===== config.mk =====
export PLATFORM = sky130hd
export DESIGN_NAME = ld_st_unit_flat
export DESIGN_NICKNAME = d
export VERILOG_FILES = /design/src/rtl/ld_st_unit_if.sv /design/src/rtl/ld_st_unit.sv /design/src/flat_wrapper.sv
export SDC_FILE = /design/constraint.sdc
export NUM_CORES = 1
export LEC_CHECK = 0
export CAP_MARGIN = 20
export CELL_PAD_IN_SITES_DETAIL_PLACEMENT = 0
export CELL_PAD_IN_SITES_GLOBAL_PLACEMENT = 1
export CORE_ASPECT_RATIO = 0.8
export CORE_MARGIN = 3
export CORE_UTILIZATION = 30
export DETAILED_ROUTE_END_ITERATION = 7
export GPL_ROUTABILITY_DRIVEN = 0
export PLACE_DENSITY_LB_ADDON = 0.1
export REMOVE_ABC_BUFFERS = 1
export SLEW_MARGIN = 20
export SYNTH_ARGS = -nofsm -noshare
export SYNTH_HDL_FRONTEND = slang
export SYNTH_SLANG_ARGS = --single-unit
export TNS_END_PERCENT = 50

===== constraint.sdc =====
create_clock -name clk -period 1.7 [get_ports clk]
set_clock_uncertainty 0.1 [all_clocks]
set_input_delay 0.255 -clock clk [delete_from_list [all_inputs] [get_ports clk]]
set_output_delay 0.255 -clock clk [all_outputs]
set_load 0.01 [all_outputs]

===== src/rtl/ld_st_unit_if.sv =====
// Bus bundles for the load/store unit: the execute-side request/response
// channel and the data-memory port.

interface ld_st_req_if #(
    parameter int ADDR_W = 32,
    parameter int TAG_W  = 5
);
    logic              req_valid;
    logic              req_ready;
    logic [2:0]        ld_st_ctrl;
    logic [ADDR_W-1:0] addr;
    logic [31:0]       store_data;
    logic [TAG_W-1:0]  rd_tag;
    logic              resp_valid;
    logic [31:0]       resp_data;
    logic [TAG_W-1:0]  resp_rd;
    logic              misalign;

    modport master (
        output req_valid, ld_st_ctrl, addr, store_data, rd_tag,
        input  req_ready, resp_valid, resp_data, resp_rd, misalign
    );

    modport slave (
        input  req_valid, ld_st_ctrl, addr, store_data, rd_tag,
        output req_ready, resp_valid, resp_data, resp_rd, misalign
    );
endinterface

interface ld_st_mem_if #(
    parameter int ADDR_W = 32
);
    logic [ADDR_W-3:0] mem_addr;
    logic              mem_re;
    logic [3:0]        mem_we;
    logic [31:0]       mem_wdata;
    logic [31:0]       mem_rdata;
    logic              mem_ack;

    modport master (
        output mem_addr, mem_re, mem_we, mem_wdata,
        input  mem_rdata, mem_ack
    );

    modport slave (
        input  mem_addr, mem_re, mem_we, mem_wdata,
        output mem_rdata, mem_ack
    );
endinterface


===== src/rtl/ld_st_unit.sv =====
// Load/store unit: executes decoded load/store codes against a big-endian
// word-addressed data memory with byte-lane masks and load extension.

module ld_st_unit #(
    parameter int ADDR_W = 32,
    parameter int TAG_W  = 5
) (
    input  logic          clk,
    input  logic          rst_n,
    ld_st_req_if.slave    req_if,
    ld_st_mem_if.master   mem_if
);

    localparam logic [2:0] OP_LB  = 3'b000;
    localparam logic [2:0] OP_LH  = 3'b001;
    localparam logic [2:0] OP_LW  = 3'b010;
    localparam logic [2:0] OP_LBU = 3'b011;
    localparam logic [2:0] OP_LHU = 3'b100;
    localparam logic [2:0] OP_SB  = 3'b101;
    localparam logic [2:0] OP_SH  = 3'b110;
    localparam logic [2:0] OP_SW  = 3'b111;

    typedef enum logic [1:0] {
        S_IDLE   = 2'd0,
        S_ACCESS = 2'd1,
        S_RESP   = 2'd2
    } state_t;

    function automatic logic is_store(input logic [2:0] ctrl);
        return (ctrl == OP_SB) || (ctrl == OP_SH) || (ctrl == OP_SW);
    endfunction

    function automatic logic is_aligned(input logic [2:0] ctrl, input logic [1:0] off);
        logic ok;
        case (ctrl)
            OP_LH, OP_LHU, OP_SH: ok = (off[0] == 1'b0);
            OP_LW, OP_SW:         ok = (off == 2'b00);
            default:              ok = 1'b1;
        endcase
        return ok;
    endfunction

    // Byte-enable bit 3 is the lowest byte address (big-endian lane order).
    function automatic logic [3:0] store_mask(input logic [2:0] ctrl, input logic [1:0] off);
        logic [3:0] m;
        case (ctrl)
            OP_SB:   m = 4'b1000 >> off;
            OP_SH:   m = off[1] ? 4'b0011 : 4'b1100;
            OP_SW:   m = 4'b1111;
            default: m = 4'b0000;
        endcase
        return m;
    endfunction

    function automatic logic [31:0] store_lanes(input logic [2:0] ctrl, input logic [31:0] sd);
        logic [31:0] w;
        case (ctrl)
            OP_SB:   w = {4{sd[7:0]}};
            OP_SH:   w = {2{sd[15:0]}};
            OP_SW:   w = sd;
            default: w = 32'h0000_0000;
        endcase
        return w;
    endfunction

    function automatic logic [31:0] load_extend(input logic [2:0] ctrl, input logic [1:0] off,
                                                input logic [31:0] rdata);
        logic [7:0]  b;
        logic [15:0] h;
        logic [31:0] r;
        case (off)
            2'd0:    b = rdata[31:24];
            2'd1:    b = rdata[23:16];
            2'd2:    b = rdata[15:8];
            2'd3:    b = rdata[7:0];
            default: b = 8'h00;
        endcase
        h = off[1] ? rdata[15:0] : rdata[31:16];
        case (ctrl)
            OP_LB:   r = {{24{b[7]}}, b};
            OP_LH:   r = {{16{h[15]}}, h};
            OP_LW:   r = rdata;
            OP_LBU:  r = {24'h00_0000, b};
            OP_LHU:  r = {16'h0000, h};
            default: r = 32'h0000_0000;
        endcase
        return r;
    endfunction

    state_t            state_q, state_d;
    logic [2:0]        ctrl_q, ctrl_d;
    logic [1:0]        off_q, off_d;
    logic [TAG_W-1:0]  tag_q, tag_d;
    logic              req_ready_q, req_ready_d;
    logic [ADDR_W-3:0] mem_addr_q, mem_addr_d;
    logic              mem_re_q, mem_re_d;
    logic [3:0]        mem_we_q, mem_we_d;
    logic [31:0]       mem_wdata_q, mem_wdata_d;
    logic              resp_valid_q, resp_valid_d;
    logic [31:0]       resp_data_q, resp_data_d;
    logic [TAG_W-1:0]  resp_rd_q, resp_rd_d;
    logic              misalign_q, misalign_d;
    logic              hs_s;
    logic              aligned_s;

    assign hs_s      = req_if.req_valid & req_ready_q;
    assign aligned_s = is_aligned(req_if.ld_st_ctrl, req_if.addr[1:0]);

    // State and registered-output flops.
    always_ff @(posedge clk or negedge rst_n) begin
        if (!rst_n) begin
            state_q      <= S_IDLE;
            ctrl_q       <= 3'b000;
            off_q        <= 2'b00;
            tag_q        <= '0;
            req_ready_q  <= 1'b0;
            mem_addr_q   <= '0;
            mem_re_q     <= 1'b0;
            mem_we_q     <= 4'b0000;
            mem_wdata_q  <= 32'h0000_0000;
            resp_valid_q <= 1'b0;
            resp_data_q  <= 32'h0000_0000;
            resp_rd_q    <= '0;
            misalign_q   <= 1'b0;
        end else begin
            state_q      <= state_d;
            ctrl_q       <= ctrl_d;
            off_q        <= off_d;
            tag_q        <= tag_d;
            req_ready_q  <= req_ready_d;
            mem_addr_q   <= mem_addr_d;
            mem_re_q     <= mem_re_d;
            mem_we_q     <= mem_we_d;
            mem_wdata_q  <= mem_wdata_d;
            resp_valid_q <= resp_valid_d;
            resp_data_q  <= resp_data_d;
            resp_rd_q    <= resp_rd_d;
            misalign_q   <= misalign_d;
        end
    end

    // Next-state selection.
    always_comb begin
        state_d = state_q;
        case (state_q)
            S_IDLE: begin
                if (hs_s && aligned_s) begin
                    state_d = S_ACCESS;
                end else begin
                    state_d = S_IDLE;
                end
            end
            S_ACCESS: begin
                if (mem_if.mem_ack) begin
                    state_d = is_store(ctrl_q) ? S_IDLE : S_RESP;
                end else begin
                    state_d = S_ACCESS;
                end
            end
            S_RESP:  state_d = S_IDLE;
            default: state_d = S_IDLE;
        endcase
    end

    // Next values of the latched request and of every registered output.
    always_comb begin
        ctrl_d       = ctrl_q;
        off_d        = off_q;
        tag_d        = tag_q;
        mem_addr_d   = mem_addr_q;
        resp_data_d  = resp_data_q;
        req_ready_d  = 1'b0;
        mem_re_d     = 1'b0;
        mem_we_d     = 4'b0000;
        mem_wdata_d  = 32'h0000_0000;
        resp_valid_d = 1'b0;
        resp_rd_d    = '0;
        misalign_d   = 1'b0;
        case (state_q)
            S_IDLE: begin
                if (hs_s && aligned_s) begin
                    ctrl_d      = req_if.ld_st_ctrl;
                    off_d       = req_if.addr[1:0];
                    tag_d       = req_if.rd_tag;
                    mem_addr_d  = req_if.addr[ADDR_W-1:2];
                    mem_re_d    = !is_store(req_if.ld_st_ctrl);
                    mem_we_d    = store_mask(req_if.ld_st_ctrl, req_if.addr[1:0]);
                    mem_wdata_d = store_lanes(req_if.ld_st_ctrl, req_if.store_data);
                    req_ready_d = 1'b0;
                end else if (hs_s) begin
                    misalign_d  = 1'b1;
                    req_ready_d = 1'b1;
                end else begin
                    req_ready_d = 1'b1;
                end
            end
            S_ACCESS: begin
                if (mem_if.mem_ack) begin
                    // A store frees the unit immediately; a load still owes its response cycle.
                    req_ready_d = is_store(ctrl_q);
                    if (!is_store(ctrl_q)) begin
                        resp_valid_d = 1'b1;
                        resp_rd_d    = tag_q;
                        resp_data_d  = load_extend(ctrl_q, off_q, mem_if.mem_rdata);
                    end else begin
                        resp_valid_d = 1'b0;
                    end
                end else begin
                    mem_re_d    = mem_re_q;
                    mem_we_d    = mem_we_q;
                    mem_wdata_d = mem_wdata_q;
                end
            end
            S_RESP:  req_ready_d = 1'b1;
            default: req_ready_d = 1'b0;
        endcase
    end

    assign req_if.req_ready  = req_ready_q;
    assign req_if.resp_valid = resp_valid_q;
    assign req_if.resp_data  = resp_data_q;
    assign req_if.resp_rd    = resp_rd_q;
    assign req_if.misalign   = misalign_q;
    assign mem_if.mem_addr   = mem_addr_q;
    assign mem_if.mem_re     = mem_re_q;
    assign mem_if.mem_we     = mem_we_q;
    assign mem_if.mem_wdata  = mem_wdata_q;

endmodule


===== src/flat_wrapper.sv =====
// flat-port wrapper written by rule: the top's interface ports become plain ports
module ld_st_unit_flat 
#(
    parameter int ADDR_W = 32,
    parameter int TAG_W  = 5
)
  (clk, rst_n, req_if_req_valid, req_if_ld_st_ctrl, req_if_addr, req_if_store_data, req_if_rd_tag, req_if_req_ready, req_if_resp_valid, req_if_resp_data, req_if_resp_rd, req_if_misalign, mem_if_mem_addr, mem_if_mem_re, mem_if_mem_we, mem_if_mem_wdata, mem_if_mem_rdata, mem_if_mem_ack);
  ld_st_req_if #(.ADDR_W(ADDR_W), .TAG_W(TAG_W)) req_if_i ();
  ld_st_mem_if #(.ADDR_W(ADDR_W)) mem_if_i ();
  input  logic clk;
  input  logic rst_n;
  input wire logic [$bits(req_if_i.req_valid)-1:0] req_if_req_valid;
  input wire logic [$bits(req_if_i.ld_st_ctrl)-1:0] req_if_ld_st_ctrl;
  input wire logic [$bits(req_if_i.addr)-1:0] req_if_addr;
  input wire logic [$bits(req_if_i.store_data)-1:0] req_if_store_data;
  input wire logic [$bits(req_if_i.rd_tag)-1:0] req_if_rd_tag;
  output wire logic [$bits(req_if_i.req_ready)-1:0] req_if_req_ready;
  output wire logic [$bits(req_if_i.resp_valid)-1:0] req_if_resp_valid;
  output wire logic [$bits(req_if_i.resp_data)-1:0] req_if_resp_data;
  output wire logic [$bits(req_if_i.resp_rd)-1:0] req_if_resp_rd;
  output wire logic [$bits(req_if_i.misalign)-1:0] req_if_misalign;
  output wire logic [$bits(mem_if_i.mem_addr)-1:0] mem_if_mem_addr;
  output wire logic [$bits(mem_if_i.mem_re)-1:0] mem_if_mem_re;
  output wire logic [$bits(mem_if_i.mem_we)-1:0] mem_if_mem_we;
  output wire logic [$bits(mem_if_i.mem_wdata)-1:0] mem_if_mem_wdata;
  input wire logic [$bits(mem_if_i.mem_rdata)-1:0] mem_if_mem_rdata;
  input wire logic [$bits(mem_if_i.mem_ack)-1:0] mem_if_mem_ack;
  assign req_if_i.req_valid = req_if_req_valid;
  assign req_if_i.ld_st_ctrl = req_if_ld_st_ctrl;
  assign req_if_i.addr = req_if_addr;
  assign req_if_i.store_data = req_if_store_data;
  assign req_if_i.rd_tag = req_if_rd_tag;
  assign req_if_req_ready = req_if_i.req_ready;
  assign req_if_resp_valid = req_if_i.resp_valid;
  assign req_if_resp_data = req_if_i.resp_data;
  assign req_if_resp_rd = req_if_i.resp_rd;
  assign req_if_misalign = req_if_i.misalign;
  assign mem_if_mem_addr = mem_if_i.mem_addr;
  assign mem_if_mem_re = mem_if_i.mem_re;
  assign mem_if_mem_we = mem_if_i.mem_we;
  assign mem_if_mem_wdata = mem_if_i.mem_wdata;
  assign mem_if_i.mem_rdata = mem_if_mem_rdata;
  assign mem_if_i.mem_ack = mem_if_mem_ack;
  ld_st_unit #(.ADDR_W(ADDR_W), .TAG_W(TAG_W)) u_core (.clk(clk), .rst_n(rst_n), .req_if(req_if_i), .mem_if(mem_if_i));
endmodule

# Word-level counts from Yosys, hierarchy flattened
# Index checks and enable logic that the tools add are counted.
# word_totals
reg_bits	119
in_bits	108
out_inout_bits	107
word_cells	82
# classes
n_eq_ne	19
shift	1
muxes	32
bitwise_logic	3
n_reduce_logical	14
# ops
operator	n
$pmux 32 s5	1
$pmux 32 s3	1
$mux 32	2
$pmux 32 s2	1
$pmux 8 s4	1
$eq 3x3->1 const B	8
$mux 16	1
$mux 5	3
$mux 4	3
$pmux 4 s3	1
$mux 1	11
$eq 3x2->1 const B	3
$pmux 4 s2	1
$eq 2x2->1 const B	3
$eq 3x1->1 const B	2
$logic_not 2->1	3
$eq 2x1->1 const B	2
$logic_or 1x1->1	4
$mux 2	2
$pmux 1 s2	2
$pmux 2 s2	1
$shr 4x2->4 const A	1
$logic_not 3->1	1
$pmux 1 s3	1
9 further kinds	10

# Depth between registers and ports, before layout
# Gate-level depths: netlist of the first run.
# depth
word_depth	6
mapped_depth	8
ltp_nobuf	5

# Least setup slack after synthesis of the first run
# No wires, ideal clock.
# synth_timing
path_kind	register to register
from	register u_core.off_q[1]
to	register u_core.resp_data_q[1] (netlist: u_core.req_if.resp_data[1])
t_arrival_ps	1524
required_time_ps	1471
path_slack_ps	-53
path_stages_with_launch	5
n_path_buf	1
period_less_slack_ps	1753
path_cell_list	dfrtp_1 -> buf_2 -> mux4_2 -> a221oi_1 -> a21oi_1
# synth_between
elab_chain_len	3
# synth_lines
item	line	rtl
start, declared	ld_st_unit.sv:92	logic [1:0] off_q, off_d;
start signal, assigned	ld_st_unit.sv:114	off_q <= 2'b00;
start signal, assigned	ld_st_unit.sv:128	off_q <= off_d;
$eq 2x2->1, or another cell as far along	ld_st_unit.sv:71	case (off)
$pmux 8 s4	ld_st_unit.sv:71	
$pmux 32 s5 *	ld_st_unit.sv:79	case (ctrl)
end signal, assigned	ld_st_unit.sv:136	resp_data_q <= resp_data_d;
end, declared	ld_st_unit.sv:100	logic [31:0] resp_data_q, resp_data_d;
# Every way passes the cells marked *; elsewhere a longest branch is shown, timed or not.
# A chain may end at the register's enable or synchronous reset.

# Final worst setup path of the first run
# layout_timing
from	register u_core.off_q[1]
to	register u_core.resp_data_q[10] (netlist: u_core.req_if.resp_data[10])
# Same word-level chain as after synthesis.

==> results.toml, run 1 <==
[status]
outcome = "finished, violations left"
failed_checks = "negative setup slack"

[routing]
drc = 0
vias = 4750
routed_via_density = 4.783
drt-total-wl_mm = 18.19
drt_pre_antenna_iters = 4
wl_per_cell_um = 18.32
dr.first_iter.drc_count = 232
detail-route-antenna-nets = 0

[synth]
yosysUniqueCellTypes = 40
synth_fa_ha_area_share_pct = 0
post_synth_inst_count = 471
yosysWarnings = 0
synth_top_cells_by_area = "sky130_fd_sc_hd__dfrtp_1 53%, sky130_fd_sc_hd__mux2_4 10%, sky130_fd_sc_hd__a21oi_1 5.2%"
post_synth_edffs = 0
post_synth.cell_area_avg_sq_um = 11.83
fraction_of_the_mapped_netlist_area_in_simple_logic_gates_pct = 9.385
yosysTopAreaCell = "sky130_fd_sc_hd__dfrtp_1"
synth.yosys.seq_area_share_pct = 53.44
synth_seq_cells = 119
synth_xor_xnor_area_share_pct = 0.4715
synthFlopType = "sky130_fd_sc_hd__dfrtp_1"
synthesized_area_sq_um = 5573
post_synth_mux_area_share_pct = 17.40
asyncSetResetFlopFracSynth_pct = 100.0
synth_top_family_by_area = "multiplexers"
synth_compound_area_share_pct = 15.74
post-synth-top-area-fraction_pct = 53.44

[grt]
antenna_found_initial = 1
grt_first_pass_wirelength_mm = 28.05
grtUsageTotal_pct = 17.99
grt_start_max_net_pins = 120
met1_usage_pct = 23.58
total_grt_overflow = 0
met3_usage_pct = 7.391
grt_pass1_vias = 5177
gr-usage-met2_pct = 26.94
grt_most_used_layer = "met2"

[placed_design]
hpwlAfterDp_mm = 12.37
io_buffer_count = 214

[clock_tree]
tritoncts.num_buffers = 17
cts_root_buf = "sky130_fd_sc_hd__clkbuf_16"
clock_insertion_delay_worst_skew_ns = 0.42
clock-sinks = 119
cts_tree = "done"
clk_pin_slew_worst_paths_ns = 0.06
cts_h_tree_depth = 4
cts_buffer_depth = 2

[sta]
share_of_the_clock_period_used_by_the_worst_path_pct = 105.7
worstMarginPinSlew_ns = 0.6928
timing_max_transition_violations_final = 0
final-hold-violation-count = 0
final_critical_path_setup_slack_ns = -0.09758
setup_viol = 25
unrepaired_setup_endpoints_after_global_routing = "yes"
period_minus_slack_ns = 1.798
relSlewSlack_pct = 53.81
fmax_ghz = 0.5563

[floorplanning]
dieWidth_um = 158.4
design.die.area_sq_um = 20260
ios = 215
core_region_area_sq_um = 17750
initial_standard_cell_utilization_of_the_core_pct = 31.39
die-height_um = 127.9
standard_cell_row_count = 43

[critical_path]
worst-path-max-fanout = 4
critical_path_class = "reg2reg"
cp_data_required_time_ns = 1.90
cp_data_arrival_time_ns = 1.99
critical_path.startpoint_type = "register"
end_kind = "register"
number_of_cells_on_the_worst_reg_to_reg_path = 6
reg2reg_slack_ns = -0.1

[power]
vdd_drop_max_uv = 758.1
finalPower_w = 0.01473
p_leak_nw = 4.721
power-per-cell-area_nw_per_um2 = 1564

[job]
maxCapViolations = 0

[finish]
final_common_cell = "sky130_fd_sc_hd__dfrtp_1"
final_core_utilization_pct = 53.07
count_of_filler_cells_inserted_in_the_layout = 1528
layout_common_cells = "116 x sky130_fd_sc_hd__dfrtp_1, 114 x sky130_fd_sc_hd__clkdlybuf4s50_1, 57 x sky130_fd_sc_hd__buf_4"
fin_nets = 862
drive_above_1_share_pct = 30.12
flow.area_growth_from_synthesis_pct = 69.06

[worst_hold_path]
min_path_cells = 3
hold_class = "in2reg"
==> report_power, final <==
group | switching (W) | leakage (nW) | internal [W]
Combinational | 0.00291 | 2.96 | 0.00361
Clock | 0.00141 | 0.279 | 0.00231
Sequential | 0.000634 | 1.49 | 0.00385
==> cells in the mapped netlist (2+ instances only) <==
library cell and instances:
sky130_fd_sc_hd__a21oi_1 58, sky130_fd_sc_hd__a21oi_4 2, sky130_fd_sc_hd__a221oi_1 8, sky130_fd_sc_hd__a22o_1 11, sky130_fd_sc_hd__a22oi_1 7, sky130_fd_sc_hd__and2_1 13, sky130_fd_sc_hd__buf_2 12, sky130_fd_sc_hd__buf_6 7
sky130_fd_sc_hd__clkbuf_1 10, sky130_fd_sc_hd__dfrtp_1 119, sky130_fd_sc_hd__inv_1 5, sky130_fd_sc_hd__mux2_2 21, sky130_fd_sc_hd__mux2_4 37, sky130_fd_sc_hd__mux2i_1 2, sky130_fd_sc_hd__mux4_2 7, sky130_fd_sc_hd__nand2_1 54
sky130_fd_sc_hd__nand2b_1 2, sky130_fd_sc_hd__nand3_1 2, sky130_fd_sc_hd__nor2_1 36, sky130_fd_sc_hd__nor2b_1 4, sky130_fd_sc_hd__nor3_1 2, sky130_fd_sc_hd__o21ai_0 12, sky130_fd_sc_hd__o21ai_2 20, sky130_fd_sc_hd__o31a_1 2
sky130_fd_sc_hd__o31ai_1 2, sky130_fd_sc_hd__xnor2_1 2
==> registers in the layout, indices dropped and copies added, names as in the netlist <==
name	flops
u_core.tag_q	5
u_core.ctrl_q	3
u_core.mem_if.mem_addr	30
u_core.req_if.resp_data	32
u_core.mem_if.mem_wdata	32
u_core.state_q	2
u_core.req_if.misalign	1
u_core.req_if.resp_valid	1
u_core.mem_if.mem_re	1
u_core.mem_if.mem_we	4
u_core.req_if.req_ready	1
u_core.req_if.resp_rd	5
u_core.off_q	2
==> critical path, stage by stage (launching register included) <==
cell and delay, ns:
sky130_fd_sc_hd__dfrtp_2 0.46, sky130_fd_sc_hd__buf_6 0.14, sky130_fd_sc_hd__mux2_4 0.31, sky130_fd_sc_hd__mux2_4 0.30, sky130_fd_sc_hd__a21oi_4 0.16, sky130_fd_sc_hd__buf_4 0.14, sky130_fd_sc_hd__a31oi_1 0.06
==> metrics by stage <==
| stage | std cells | area [sq um] | hold WS [ns] | setup WS, ns | TNS (ns) |
|---|---|---|---|---|---|
| 2_1_floorplan | 441 | 5393 | -0.1406 | -0.8738 | -71.39 |
| 3_3_place_gp | 944 | 8352 | 0.3096 | -0.5286 | -42.32 |
| 3_5_place_dp | 944 | 8352 | 0.3159 | -0.5932 | -47.01 |
| 4_1_cts | 986 | 9102 | 0.2936 | -0.09323 | -1.051 |
| 5_1_grt | 993 | 9422 | 0.3108 | -0.1505 | -3.586 |
| 6_report | 993 | 9422 | 0.3080 | -0.09758 | -1.307 |
==> layer usage <==
layer / vias to the layer above / routed length, um
li1: 2248 / -
met1: 2309 / 8040
met2: 171 / 8213
met3: 22 / 1592
met4: 0 / 348
met5: - / 0
==> layout make-up <==
cell class | count | area [sq um] | share of cell area (%)
repair buffers | 293 | 2992 | 31.75
well taps | 225 | 281.5 | 2.988
clock buffers | 18 | 429.2 | 4.555
diodes | 1 | 2.502 | 0.02656
flip-flops and latches | 119 | 2982 | 31.65
inverters | 5 | 18.77 | 0.1992
multi-input cells | 318 | 2540 | 26.96
clock inverters | 14 | 176.4 | 1.873
==> cell families after synthesis <==
kind of cell | count (synthesis)
buffers and inverters | 35
xor gates and xnor gates | 3
AOI/OAI and AO/OA | 128
muxes | 67
DFF | 119
and+or+nand+nor | 119
==> repair_timing <==
action | 4_1_cts | 5_1_grt
endpoints found under the hold margin | 119 | 0
hold buffers | 1 | 0
pin swaps | 6 | 7
gates resized for setup | 66 | 90
buffers inserted | 6 | 6
gates cloned | 3 | 1
endpoints found under the setup margin | 152 | 138
==> worst paths after layout <==
kind                                                           from                                 endpoint
min in group asynchronous                                     rst_n    u_core.mem_if.mem_addr[9]$_DFFE_PN0P_
worst max-delay path                    u_core.off_q[1]$_DFFE_PN0P_  u_core.req_if.resp_data[10]$_DFFE_PN0P_
worst min-delay path                            mem_if_mem_rdata[2]   u_core.req_if.resp_data[2]$_DFFE_PN0P_
worst max register to register          u_core.off_q[1]$_DFFE_PN0P_  u_core.req_if.resp_data[10]$_DFFE_PN0P_
max in group asynchronous                                     rst_n              u_core.off_q[0]$_DFFE_PN0P_
worst min register to register  u_core.mem_if.mem_we[2]$_DFFE_PN0N_      u_core.mem_if.mem_we[2]$_DFFE_PN0N_
No activity file was read; power rests on OpenSTA's default activity.
==> inputs of run 2 (changes only) <==
--- a/config.mk
+++ b/config.mk
@@ -15,7 +15,6 @@
 export GPL_ROUTABILITY_DRIVEN = 0
 export PLACE_DENSITY_LB_ADDON = 0.1
 export REMOVE_ABC_BUFFERS = 1
-export SLEW_MARGIN = 20
 export SYNTH_ARGS = -nofsm -noshare
 export SYNTH_HDL_FRONTEND = slang
 export SYNTH_SLANG_ARGS = --single-unit
==> results of run 2 <==
Final layout, timing and power as in run 1 (identical DEF).
==> inputs of run 3 (changes only) <==
--- a/config.mk
+++ b/config.mk
@@ -15,6 +15,7 @@
 export GPL_ROUTABILITY_DRIVEN = 0
 export PLACE_DENSITY_LB_ADDON = 0.1
 export REMOVE_ABC_BUFFERS = 1
+export SETUP_SLACK_MARGIN = 0.2
 export SYNTH_ARGS = -nofsm -noshare
 export SYNTH_HDL_FRONTEND = slang
 export SYNTH_SLANG_ARGS = --single-unit
==> run 3 against run 2 <==
The flow still finishes with violations (negative setup slack). Final cell count is 0.60% higher. Critical endpoint is now u_core.req_if.resp_data[27]$_DFFE_PN0P_. Critical path depth increased by 1. Wire length increased by 3.1%. Largest power group unchanged. Cell area up 1.3%. Largest cell class is now flip-flops and latches. Global-route usage rose by 0.51 points. Highest routed layer unchanged.
==> results.toml, run 3 (synthesized netlist as in run 1, its figures left out) <==
[grt]
grtUsageTotal_pct = 18.50
total_grt_overflow = 0
grt_start_max_net_pins = 120
antenna_found_initial = 0
grt_pass1_vias = 5229
grt_first_pass_wirelength_mm = 28.71

[floorplanning]
design.die.area_sq_um = 20260
dieWidth_um = 158.4
core_region_area_sq_um = 17750
ios = 215
initial_standard_cell_utilization_of_the_core_pct = 31.39
standard_cell_row_count = 43
die-height_um = 127.9

[critical_path]
critical_path_class = "reg2reg"
reg2reg_from = "u_core.off_q[1]$_DFFE_PN0P_"
cp_data_required_time_ns = 1.91
worstSetupStartpoint = "u_core.off_q[1]$_DFFE_PN0P_"
end_kind = "register"
cp_data_arrival_time_ns = 2.01
worst-path-max-fanout = 5
critical_path.startpoint_type = "register"

[clock_tree]
cts_tree = "done"
clk_pin_slew_worst_paths_ns = 0.06
cts_buffer_depth = 2
cts_h_tree_depth = 4
tritoncts.num_buffers = 17
clock_insertion_delay_worst_skew_ns = 0.41
clock-sinks = 119
cts_root_buf = "sky130_fd_sc_hd__clkbuf_16"

[sta]
final-hold-violation-count = 0
unrepaired_setup_endpoints_after_global_routing = "yes"
period_minus_slack_ns = 1.806
fmax_ghz = 0.5536
setup_viol = 38
share_of_the_clock_period_used_by_the_worst_path_pct = 106.2
worstMarginPinSlew_ns = 0.6930
relSlewSlack_pct = 53.80
final_critical_path_setup_slack_ns = -0.1062
timing_max_transition_violations_final = 0

[finish]
antenna-diode-count = 0
final_core_utilization_pct = 53.74
fin_nets = 869
layout_common_cells = "116 x sky130_fd_sc_hd__dfrtp_1, 101 x sky130_fd_sc_hd__clkdlybuf4s50_1, 96 x sky130_fd_sc_hd__dlygate4sd2_1"
flow.area_growth_from_synthesis_pct = 71.19
final_common_cell = "sky130_fd_sc_hd__dfrtp_1"
post_layout_nonfiller_instances = 999
count_of_filler_cells_inserted_in_the_layout = 1520
drive_above_1_share_pct = 33.98

[placed_design]
placement.setup.worst_slack_ns = -0.5932
dp_cells = 944
hpwlAfterDp_mm = 12.37
io_buffer_count = 214

[power]
p_leak_nw = 4.346
vdd_drop_max_uv = 744.4
power-per-cell-area_nw_per_um2 = 1587
finalPower_w = 0.01514

[routing]
routed_via_density = 4.833
drt_pre_antenna_iters = 5
detail-route-antenna-nets = 0
dr.first_iter.drc_count = 233
drc = 0
drt-total-wl_mm = 18.75
vias = 4828
wl_per_cell_um = 18.77

[job]
maxCapViolations = 0

[worst_hold_path]
hold_class = "in2reg"
hold_start = "mem_if_mem_rdata[4]"

[status]
outcome = "finished, violations left"
failed_checks = "negative setup slack"
[run 3: report_power, final]
group / internal (W) / switching [W] / total (W)
Sequential: 0.00385 / 0.000667 / 0.00452
Combinational: 0.00374 / 0.00318 / 0.00692
Clock: 0.00231 / 0.00139 / 0.00371
Total: 0.00991 / 0.00524 / 0.0151
[run 3: layout make-up]
type / instances / area [sq um] / share of cell area, %
flip-flops and latches: 119 / 2982 / 31.25
repair buffers: 299 / 2944 / 30.86
multi-input cells: 319 / 2706 / 28.37
clock buffers: 18 / 429.2 / 4.498
well taps: 225 / 281.5 / 2.951
clock inverters: 14 / 176.4 / 1.849
inverters: 5 / 21.27 / 0.2230
[run 3: worst paths after layout]
| check | end | slack (ns) | cells after the start |
|---|---|---|---|
| max in group asynchronous | u_core.off_q[0]$_DFFE_PN0P_ | 0.58 | 3 |
| worst max-delay path | u_core.req_if.resp_data[27]$_DFFE_PN0P_ | -0.11 | 7 |
| worst min register to register | u_core.mem_if.mem_wdata[21]$_DFFE_PN0N_ | 0.37 | 2 |
| min in group asynchronous | u_core.mem_if.mem_addr[9]$_DFFE_PN0P_ | 0.32 | 3 |
| worst max register to register | u_core.req_if.resp_data[27]$_DFFE_PN0P_ | -0.11 | 7 |
| worst min-delay path | u_core.req_if.resp_data[4]$_DFFE_PN0P_ | 0.31 | 3 |
[run 3: stage by stage]
| stage | hold WS, ns | cell area [sq um] | TNS, ns |
|---|---|---|---|
| global route | 0.3125 | 9540 | -5.056 |
| finish | 0.3136 | 9540 | -2.308 |
| global placement | 0.3096 | 8352 | -42.32 |
| CTS | 0.2936 | 9161 | -1.422 |
| floorplan | -0.1406 | 5393 | -71.39 |
| detailed placement | 0.3159 | 8352 | -47.01 |
[run 3: worst max-delay path, cell delays in order, from the launching register on]
cell and delay, ns:
sky130_fd_sc_hd__dfrtp_2 0.46, sky130_fd_sc_hd__buf_6 0.14, sky130_fd_sc_hd__mux2_4 0.31, sky130_fd_sc_hd__mux2i_1 0.13
sky130_fd_sc_hd__o31a_1 0.22, sky130_fd_sc_hd__buf_4 0.15, sky130_fd_sc_hd__buf_6 0.12, sky130_fd_sc_hd__a21oi_1 0.06
[run 3: routing by layer]
metal / track usage (%) / share of wire (%)
met5: 0 / 0
met4: 6.171 / 2.1
met3: 7.222 / 8.7
met2: 27.56 / 44
met1: 24.68 / 45
[run 3: timing repair]
action | in CTS | in global routing
buffers inserted | 7 | 6
gates resized for setup | 162 | 79
pin swaps | 28 | 43
cloned | 6 | 3
endpoints found under the setup margin | 223 | 130
hold buffers | 1 | 0
hold endpoints to repair | 119 | 0
